[config.mk]
export PLATFORM = sky130hd
export DESIGN_NAME = fetch_ctrl
export DESIGN_NICKNAME = d
export VERILOG_FILES = /design/src/rtl/fetch_ctrl.sv
export SDC_FILE = /design/constraint.sdc
export NUM_CORES = 1
export LEC_CHECK = 0
export CELL_PAD_IN_SITES_DETAIL_PLACEMENT = 0
export CELL_PAD_IN_SITES_GLOBAL_PLACEMENT = 2
export CORE_UTILIZATION = 26
export DETAILED_ROUTE_END_ITERATION = 6
export PLACE_DENSITY_LB_ADDON = 0.12
export SYNTH_ARGS = -nofsm -noshare
export SYNTH_HDL_FRONTEND = slang
export SYNTH_SLANG_ARGS = --single-unit
export TNS_END_PERCENT = 20
[constraint.sdc]
create_clock -name clk -period 5.7 [get_ports clk]
set_clock_uncertainty 0.15 [all_clocks]
set_input_delay 1.14 -clock clk [delete_from_list [all_inputs] [get_ports clk]]
set_output_delay 1.14 -clock clk [all_outputs]
set_load 0.03 [all_outputs]
[src/rtl/fetch_ctrl.sv]
// fetch_ctrl: fetch-stage sequencer owning the PC, a one-entry instruction buffer and branch redirects
// Ports: clk, reset (asynchronous, active-low);
//   redirect_valid/redirect_pc from later stages;
//   imem_req/imem_addr/imem_ready/imem_rvalid/imem_rdata to the instruction memory;
//   inst_valid/inst_ready/inst_pc/inst_out to decode;
//   perf_fetched/perf_stall/perf_redirect counters, present only when FETCH_CTRL_PERF_EN is defined.
module fetch_ctrl #(
  parameter logic [31:0] RESET_PC = 32'h0
) (
  input  logic        clk,
  input  logic        reset,
  input  logic        redirect_valid,
  input  logic [31:0] redirect_pc,
  output logic        imem_req,
  output logic [31:0] imem_addr,
  input  logic        imem_ready,
  input  logic        imem_rvalid,
  input  logic [31:0] imem_rdata,
  output logic        inst_valid,
  input  logic        inst_ready,
  output logic [31:0] inst_pc,
  output logic [31:0] inst_out
`ifdef FETCH_CTRL_PERF_EN
  ,
  output logic [31:0] perf_fetched,
  output logic [31:0] perf_stall,
  output logic [31:0] perf_redirect
`endif
);
  typedef enum logic [1:0] {REQ, WAIT, HOLD} state_t;
  state_t      state_q, state_d;
  logic [31:0] pc_q, pc_d;
  logic        drop_q, drop_d;
  logic        inst_valid_q, inst_valid_d;
  logic [31:0] inst_pc_q, inst_pc_d;
  logic [31:0] inst_out_q, inst_out_d;
  always_ff @(posedge clk or negedge reset) begin
    if (!reset) begin
      state_q      <= REQ;
      pc_q         <= RESET_PC;
      drop_q       <= 1'b0;
      inst_valid_q <= 1'b0;
      inst_pc_q    <= 32'h0;
      inst_out_q   <= 32'h0;
    end else begin
      state_q      <= state_d;
      pc_q         <= pc_d;
      drop_q       <= drop_d;
      inst_valid_q <= inst_valid_d;
      inst_pc_q    <= inst_pc_d;
      inst_out_q   <= inst_out_d;
    end
  end
  always_comb begin
    state_d      = state_q;
    pc_d         = pc_q;
    drop_d       = drop_q;
    inst_valid_d = inst_valid_q;
    inst_pc_d    = inst_pc_q;
    inst_out_d   = inst_out_q;
    if (redirect_valid) begin
      pc_d         = redirect_pc;
      inst_valid_d = 1'b0;
      case (state_q)
        // an accepted request still owes a response, which must be swallowed
        REQ: if (imem_ready) begin
          state_d = WAIT;
          drop_d  = 1'b1;
        end
        // a response arriving now is the stale one; otherwise remember to drop it
        WAIT: begin
          state_d = imem_rvalid ? REQ : WAIT;
          drop_d  = !imem_rvalid;
        end
        default: state_d = REQ;
      endcase
    end else begin
      case (state_q)
        REQ: state_d = imem_ready ? WAIT : REQ;
        WAIT: if (imem_rvalid) begin
          state_d = drop_q ? REQ : HOLD;
          drop_d  = 1'b0;
          if (!drop_q) begin
            inst_out_d   = imem_rdata;
            inst_pc_d    = pc_q;
            inst_valid_d = 1'b1;
            pc_d         = pc_q + 32'd1;
          end
        end
        HOLD: if (inst_ready) begin
          inst_valid_d = 1'b0;
          state_d      = REQ;
        end
        default: state_d = REQ;
      endcase
    end
  end
  assign imem_req   = state_q == REQ;
  assign imem_addr  = pc_q;
  assign inst_valid = inst_valid_q;
  assign inst_pc    = inst_pc_q;
  assign inst_out   = inst_out_q;
`ifdef FETCH_CTRL_PERF_EN
  logic [31:0] perf_fetched_q, perf_fetched_d;
  logic [31:0] perf_stall_q, perf_stall_d;
  logic [31:0] perf_redirect_q, perf_redirect_d;
  always_ff @(posedge clk or negedge reset) begin
    if (!reset) begin
      perf_fetched_q  <= 32'h0;
      perf_stall_q    <= 32'h0;
      perf_redirect_q <= 32'h0;
    end else begin
      perf_fetched_q  <= perf_fetched_d;
      perf_stall_q    <= perf_stall_d;
      perf_redirect_q <= perf_redirect_d;
    end
  end
  always_comb begin
    perf_fetched_d  = perf_fetched_q + {31'd0, inst_valid_q && inst_ready};
    perf_stall_d    = perf_stall_q + {31'd0, inst_valid_q && !inst_ready};
    perf_redirect_d = perf_redirect_q + {31'd0, redirect_valid};
  end
  assign perf_fetched  = perf_fetched_q;
  assign perf_stall    = perf_stall_q;
  assign perf_redirect = perf_redirect_q;
`endif
endmodule
### Word-level counts from Yosys, hierarchy flattened

Index checks and enable logic that the tools add are counted.

| word-level totals | value |
|---|---|
| bits in registers | 100 |
| output and inout port bits | 98 |

| cells by class | value |
|---|---|
| add/sub/neg operators | 1 |
| eq/ne operators | 7 |
| muxes and demuxes | 23 |
| bitwise logic cells | 2 |
| reductions and logical operators | 11 |

Operators with widths:

| kind | number |
|---|---|
| $mux 32 | 4 |
| $add 32x1->32 const B | 1 |
| $reduce_and 4->1 | 3 |
| $mux 1 | 10 |
| $mux 2 | 5 |
| $ne 3x3->1 const B | 3 |
| $pmux 2 s3 | 1 |
| $reduce_and 3->1 | 2 |
| $reduce_bool 2->1 | 3 |
| $pmux 1 s2 | 2 |
| $pmux 2 s2 | 1 |
| $ne 3x2->1 const B | 1 |
| $reduce_bool 3->1 | 1 |
| $eq 2x1->1 const B | 1 |
| $eq 2x2->1 const B | 1 |
| $logic_not 2->1 | 1 |
| $ne 2x2->1 const B | 1 |
| $not 1->1 | 2 |
| $logic_not 1->1 | 1 |

### Longest topological paths before layout

Gate-level depths: netlist of the first run.

| depth | value |
|---|---|
| depth in word-level cells | 5 |
| mapped depth | 6 |
| depth with buffers taken out | 5 |

### Least setup slack after synthesis of the first run

Ideal clock, no wire load.

| timing | value |
|---|---|
| path kind | input to register |
| from | input imem_rvalid |
| to | register pc_q[29] (netlist: imem_addr[29]) |
| arrival | 2.560 ns |
| data required time | 5.468 ns |
| slack | 2.908 ns |
| stages on the path | 5 |
| path through | nand4bb_4 > or4_1 > buf_2 > or4_1 > a31oi_1 |

| between the ends | value |
|---|---|
| longest elaborated chain between the ends | 2 |

RTL lines:

| what | RTL line | source |
|---|---|---|
| start: declaration | 17 | `input logic imem_rvalid,` |
| $reduce_bool 2->1 (no line) | - |  |
| $reduce_and 3->1 (no line) | - |  |
| end signal: assignment | 47 | `pc_q <= pc_d;` |
| end: declaration | 32 | `logic [31:0] pc_q, pc_d;` |

No other way between the ends.
A chain may end at the register's enable or synchronous reset.

### Worst setup path in the final report of the first run

| timing | value |
|---|---|
| from | input imem_rvalid |
| to | register inst_out_q[24] (netlist: inst_out[24]) |

| between the ends | value |
|---|---|
| longest elaborated chain between the ends | 1 |

RTL lines:

| what | RTL line | source |
|---|---|---|
| $reduce_and 4->1 (no line) | - |  |
| end signal: assignment | 51 | `inst_out_q <= inst_out_d;` |
| end: declaration | 36 | `logic [31:0] inst_out_q, inst_out_d;` |

No other way between the ends.

==> results of run 1 <==
==> cell usage after synthesis, drive strengths merged, types with 5 or more instances <==
cell,count
dfrtp,100
mux2,64
nor2,32
nand2,25
a31oi,20
or4,20
o21ai,19
clkbuf,18
o31ai,13
nand3,11
or3,9
nand4,8
xor2,7
and4,5
==> worst max-delay path by stage <==
| stage | from | endpoint | slack (ps) | depth (start not counted) |
|---|---|---|---|---|
| final | imem_rvalid | inst_out[24] | 2330 | 5 |
| after global routing | imem_rvalid | inst_out[3] | 2180 | 5 |
| after CTS | imem_rvalid | inst_out[24] | 2300 | 5 |
| after detailed placement | imem_rvalid | inst_out[26] | 1930 | 5 |
| after global placement | imem_rvalid | inst_pc[0] | 1990 | 5 |
| after floorplan | imem_rvalid | imem_addr[29] | 2910 | 5 |
==> layer usage <==
layer  up-vias  part of all wire, %  GRT usage, %
met2        84                   48          24.9
met3        12                  3.3          2.30
met1      1754                   46          19.3
met5         -                    0             0
met4         0                  1.9          6.26
li1       1724                    -             -
==> registers in the layout (all words and copies together), names as in the netlist <==
signal      cells
imem_addr      32
state_q         2
inst_out       32
drop_q          1
inst_pc        32
inst_valid      1
==> stage by stage <==
step                      util, %  area (µm²)  cells  hold WS, ps  total power [W]
after floorplan                 -        4440    377          358          0.00194
after global placement       38.2        6350    749          340          0.00260
after detailed placement     38.2        6350    749          345          0.00263
after CTS                    40.0        6660    765          361          0.00327
after global routing         40.0        6660    765          373          0.00339
final                        40.0        6660    765          355          0.00322
==> worst max-delay path, cell delays in order <==
cell and delay [ps]:
clkdlybuf4s50_1 550, nand4bb_4 160, nor2_4 530, buf_4 610, mux2_2 410
==> cell families after synthesis <==
kind of cell             Yosys count
AND/OR/NAND/NOR                  120
flip-flops                       100
multiplexers                      65
AO/OA/AOI/OAI                     57
buffers and inverters             25
XOR/XNOR                           9
adder cells (fa/ha/maj)            1
==> where the power goes <==
part           total [W]  internal (W)  switching (W)
sequential       0.00113      0.000966       0.000163
combinational    0.00146      0.000685       0.000778
clock           0.000626      0.000354       0.000273
==> area by class of cell <==
cell class              instances  area, µm²  area share, %
flip-flops and latches        100       2500           37.6
multi-input cells             252       1850           27.8
repair buffers                172       1710           25.6
well taps                     220        275           4.13
clock buffers                  11        243           3.65
clock inverters                 5       61.3          0.921
inverters                       5       18.8          0.282
==> flow_summary.ini, run 1 <==
[status]
status = complete, no violations

[critical_path]
rr_worst_depth = 4
worstSetupStartpointType = primary input
r2r-end = inst_out[24]
endpoint_kind = flip-flop
path_class = in -> reg
cp.required_ps = 5780
path_max_fanout = 46
reg2reg_slack_ps = 3100
timing.rr.start = state_q[1]
arrival_ps = 3450

[layout]
antenna_cells = 0
drive_gt1_share_pct = 16.3
fillCellCount = 1586
nets = 611
layout.cells.most_common = clkdlybuf4s50_1
layout.cells.most_common_list = 166 x clkdlybuf4s50_1, 100 x dfrtp_1, 64 x mux2_2, 31 x nor2_1, 25 x nand2_1
syn_to_final_growth_pct = 50.1

[route]
drt_iter0_drc = 137
wirelength_mm = 12.7
wl_per_cell_um = 16.6
drt-pass1-iter-count = 4
vias = 3574
drc = 0
drt-vias-per-instance = 4.67
ant_nets = 0

[grt]
grt_pass1_vias = 3691
antenna_found_initial = 0
grt_max_degree = 54
grt_overflow = 0
grt_pass1_wl_mm = 20.3
grt_usage_pct = 15.0

[clock_network]
clk_latency_ps = 350
cts_made_buffers = 9
cts_tree = built
clock_path_buffers = 2
post_cts_buffers = 0
postCtsHoldBufs = 0
cts.sinks = 100
cts_resized = 0
path_clk_slew_ps = 70
htreeDepth = 3
cts_root_buf = clkbuf_16

[place]
globalplace.congestion = 0.710
port_buffers = 167
dp_hpwl_mm = 9.07
pre_cts_ws_ps = 1930

[sta]
finalSetupViolations = 0
rsz0062_at_grt = no
drv_slew = 0
tns_ps = 0
min_period_ps = 3370
worst_slew_pin_slew_ps = 712
fin_crit_sh_pct = 59.2
max_freq_mhz = 297
fin_ws_ps = 2330
max-slew-margin-rel_pct = 52.6
hold_viol_final = 0

[synthesis]
yosysSeqAreaShare_pct = 56.4
synth_seq_cells = 100
yosys.area_share.simple_pct = 15.0
synth-async-reset-ratio_pct = 100
synth_xor_area_share_pct = 1.78
yosysTopAreaCell = dfrtp_1
muxShareOfSynthArea_pct = 16.5
syn_nets = 448
synthAdderAreaFrac_pct = 0.282
synth_enable_flop_cells = 0
syn-instance-count = 377
synth.area.top_cells = dfrtp_1 56%, mux2_2 16%, or4_1 3.4%
synth_top_area_share_pct = 56.4
syn-cell-area_um2 = 4440
syn_avg_cell_area_um2 = 11.8
synth_top_family_by_area = multiplexers
synthFlopType = dfrtp_1
synth-compound-area-share_pct = 7.93
synth.distinct_cells = 32
ys.warnings.count = 0

[floorplanning]
die_y_um = 133
io_pins = 168
coreArea_um2 = 16600
initial_core_util_pct = 26.7
dieWidth_um = 133
dieArea_um2 = 17600
rows = 47

[worst_hold_path]
hold_path_class = reg -> reg
holdPathEnd = inst_pc[16]
hp-start = inst_pc[16]
whs_path_depth = 1

[pwr]
power_density_nw_per_um2 = 483
p_leak_nw = 2.56
ir_drop_mv = 0.268

[flow_run]
cap_violations = 0
Note: power is estimated with default switching activity, not from simulation.
==> run 2, diff against run 1 <==
--- a/config.mk
+++ b/config.mk
@@ -7,7 +7,7 @@
 export LEC_CHECK = 0
 export CELL_PAD_IN_SITES_DETAIL_PLACEMENT = 0
 export CELL_PAD_IN_SITES_GLOBAL_PLACEMENT = 2
-export CORE_UTILIZATION = 26
+export CORE_UTILIZATION = 25
 export DETAILED_ROUTE_END_ITERATION = 6
 export PLACE_DENSITY_LB_ADDON = 0.12
 export SYNTH_ARGS = -nofsm -noshare
==> constraint.sdc (replaced) <==
create_clock -name clk -period 2.98 [get_ports clk]
set_clock_uncertainty 0.15 [all_clocks]
set_input_delay 0.596 -clock clk [delete_from_list [all_inputs] [get_ports clk]]
set_output_delay 0.596 -clock clk [all_outputs]
set_load 0.03 [all_outputs]
==> run 2 against run 1 <==
Against the previous run:
- power is 90% higher
- clock power is 82% higher
- non-clock buffer count is 14 higher
- cell count is 2.5% higher
- count of clock-buffer cells in the layout is 1 lower
==> flow_summary.ini, run 2 (synthesis results as in run 1) <==
[status]
status = complete, no violations

[critical_path]
r2r-end = imem_addr[30]
endpoint_kind = flip-flop
critical_path.startpoint = imem_rvalid
path_max_fanout = 7
worstSetupStartpointType = primary input
arrival_ps = 2660
timing.rr.start = imem_addr[18]
reg2reg_slack_ps = 620
rr_worst_depth = 4
path_class = in -> reg
cp.required_ps = 3100

[clock_network]
htreeDepth = 3
post_cts_buffers = 0
clk_latency_ps = 350
path_clk_slew_ps = 70
clock_path_buffers = 2
cts_made_buffers = 9
cts_tree = built
cts_root_buf = clkbuf_16
cts.sinks = 100

[layout]
drive_gt1_share_pct = 18.2
syn_to_final_growth_pct = 52.9
final_core_util_pct = 39.2
antenna_cells = 0
nets = 625
design_area_um2 = 6780
layout.cells.most_common_list = 166 x clkdlybuf4s50_1, 100 x dfrtp_1, 64 x mux2_2, 31 x nor2_1, 25 x nand2_1
finalNonFillerCells = 784
layout.cells.most_common = clkdlybuf4s50_1

[sta]
finalSetupViolations = 0
fin_crit_sh_pct = 85.1
drv_slew = 0
hold_viol_final = 0
max_freq_mhz = 394
tns_ps = 0
worst_slew_pin_slew_ps = 526
min_period_ps = 2540
max-slew-margin-rel_pct = 65.0
rsz0062_at_grt = no

[grt]
grt_pass1_vias = 3614
grt_max_degree = 54
antenna_found_initial = 0
grt_usage_pct = 14.4
grt_overflow = 0
grt_pass1_wl_mm = 19.9

[flow_run]
cap_violations = 0

[worst_hold_path]
hp-start = inst_pc[18]
whs_path_depth = 1
holdPathEnd = inst_pc[18]
hold_path_class = reg -> reg

[place]
placed_cell_area_um2 = 6490
port_buffers = 167
place_inst = 767
globalplace.congestion = 0.722
dp_hpwl_mm = 9.51

[floorplanning]
io_pins = 168
coreArea_um2 = 17300
dieArea_um2 = 18300
rows = 48
initial_core_util_pct = 25.6
dieWidth_um = 135
die_y_um = 135

[route]
ant_nets = 0
drt-vias-per-instance = 4.61
wirelength_mm = 12.8
wl_per_cell_um = 16.4
drt-pass1-iter-count = 4
vias = 3611
drt_iter0_drc = 146
drc = 0

[pwr]
power_density_nw_per_um2 = 903
p_leak_nw = 2.62
ir_drop_mv = 0.444
==> run 2: cell count changes in the layout (fill, tap and decap cells not counted) <==
cell / before / now
clkbuf_8: 1 / 0
bufinv_16: 1 / 0
dlygate4sd3_1: 0 / 1
buf_12: 0 / 3
buf_4: 6 / 16
inv_6: 0 / 2
==> run 2: how the worst max path moves through the flow <==
| stage | depth (start not counted) | end | slack, ps |
|---|---|---|---|
| after floorplan | 4 | imem_addr[26] | 700 |
| after global placement | 5 | imem_addr[29] | 90 |
| after detailed placement | 6 | imem_addr[21] | 90 |
| after CTS | 6 | imem_addr[21] | 460 |
| after global routing | 5 | imem_addr[20] | 320 |
| final | 6 | imem_addr[21] | 440 |
==> run 2: critical path, stage by stage <==
cell             delay, ps
clkdlybuf4s50_1        560
nand4bb_4              130
buf_4                  170
or3_1                  510
or4_1                  530
a31oi_1                160
==> run 2: power by group <==
group          total (W)  internal [W]  switching [W]
logic            0.00283       0.00134        0.00150
registers        0.00215       0.00185       0.000302
clock network    0.00114      0.000575       0.000565
==> run 2: layout make-up <==
class / instances / area (µm²)
clock buffers: 10 / 229
clock inverters: 6 / 48.8
fillers: 1676 / 10500
inverters: 5 / 18.8
multi-input cells: 252 / 1850
flip-flops and latches: 100 / 2500
well taps: 225 / 282
repair buffers: 186 / 1850
==> run 2: repair_timing <==
item / CTS / global route
gates resized for setup: 0 / 0
endpoints found under the hold margin: 8 / 0
hold buffers: 1 / 0
==> run 2: per-stage QoR <==
stage | worst slack, ps | power [W] | hold slack (ps)
global route | 324 | 0.00645 | 370
global placement | 88.3 | 0.00502 | 291
CTS | 463 | 0.00622 | 361
floorplan | 705 | 0.00372 | 150
detailed placement | 88.2 | 0.00505 | 289
finish | 443 | 0.00612 | 356
==> run 2: routing by layer <==
| metal | share of wire, % | vias to the layer above | routed length [µm] | track usage, % |
|---|---|---|---|---|
| met4 | 2.1 | 0 | 272 | 6.74 |
| met1 | 45 | 1753 | 5800 | 19.0 |
| met3 | 5.2 | 16 | 663 | 2.81 |
| met2 | 47 | 99 | 6080 | 22.8 |
| met5 | 0 | - | 0 | 0 |
| li1 | - | 1743 | - | - |
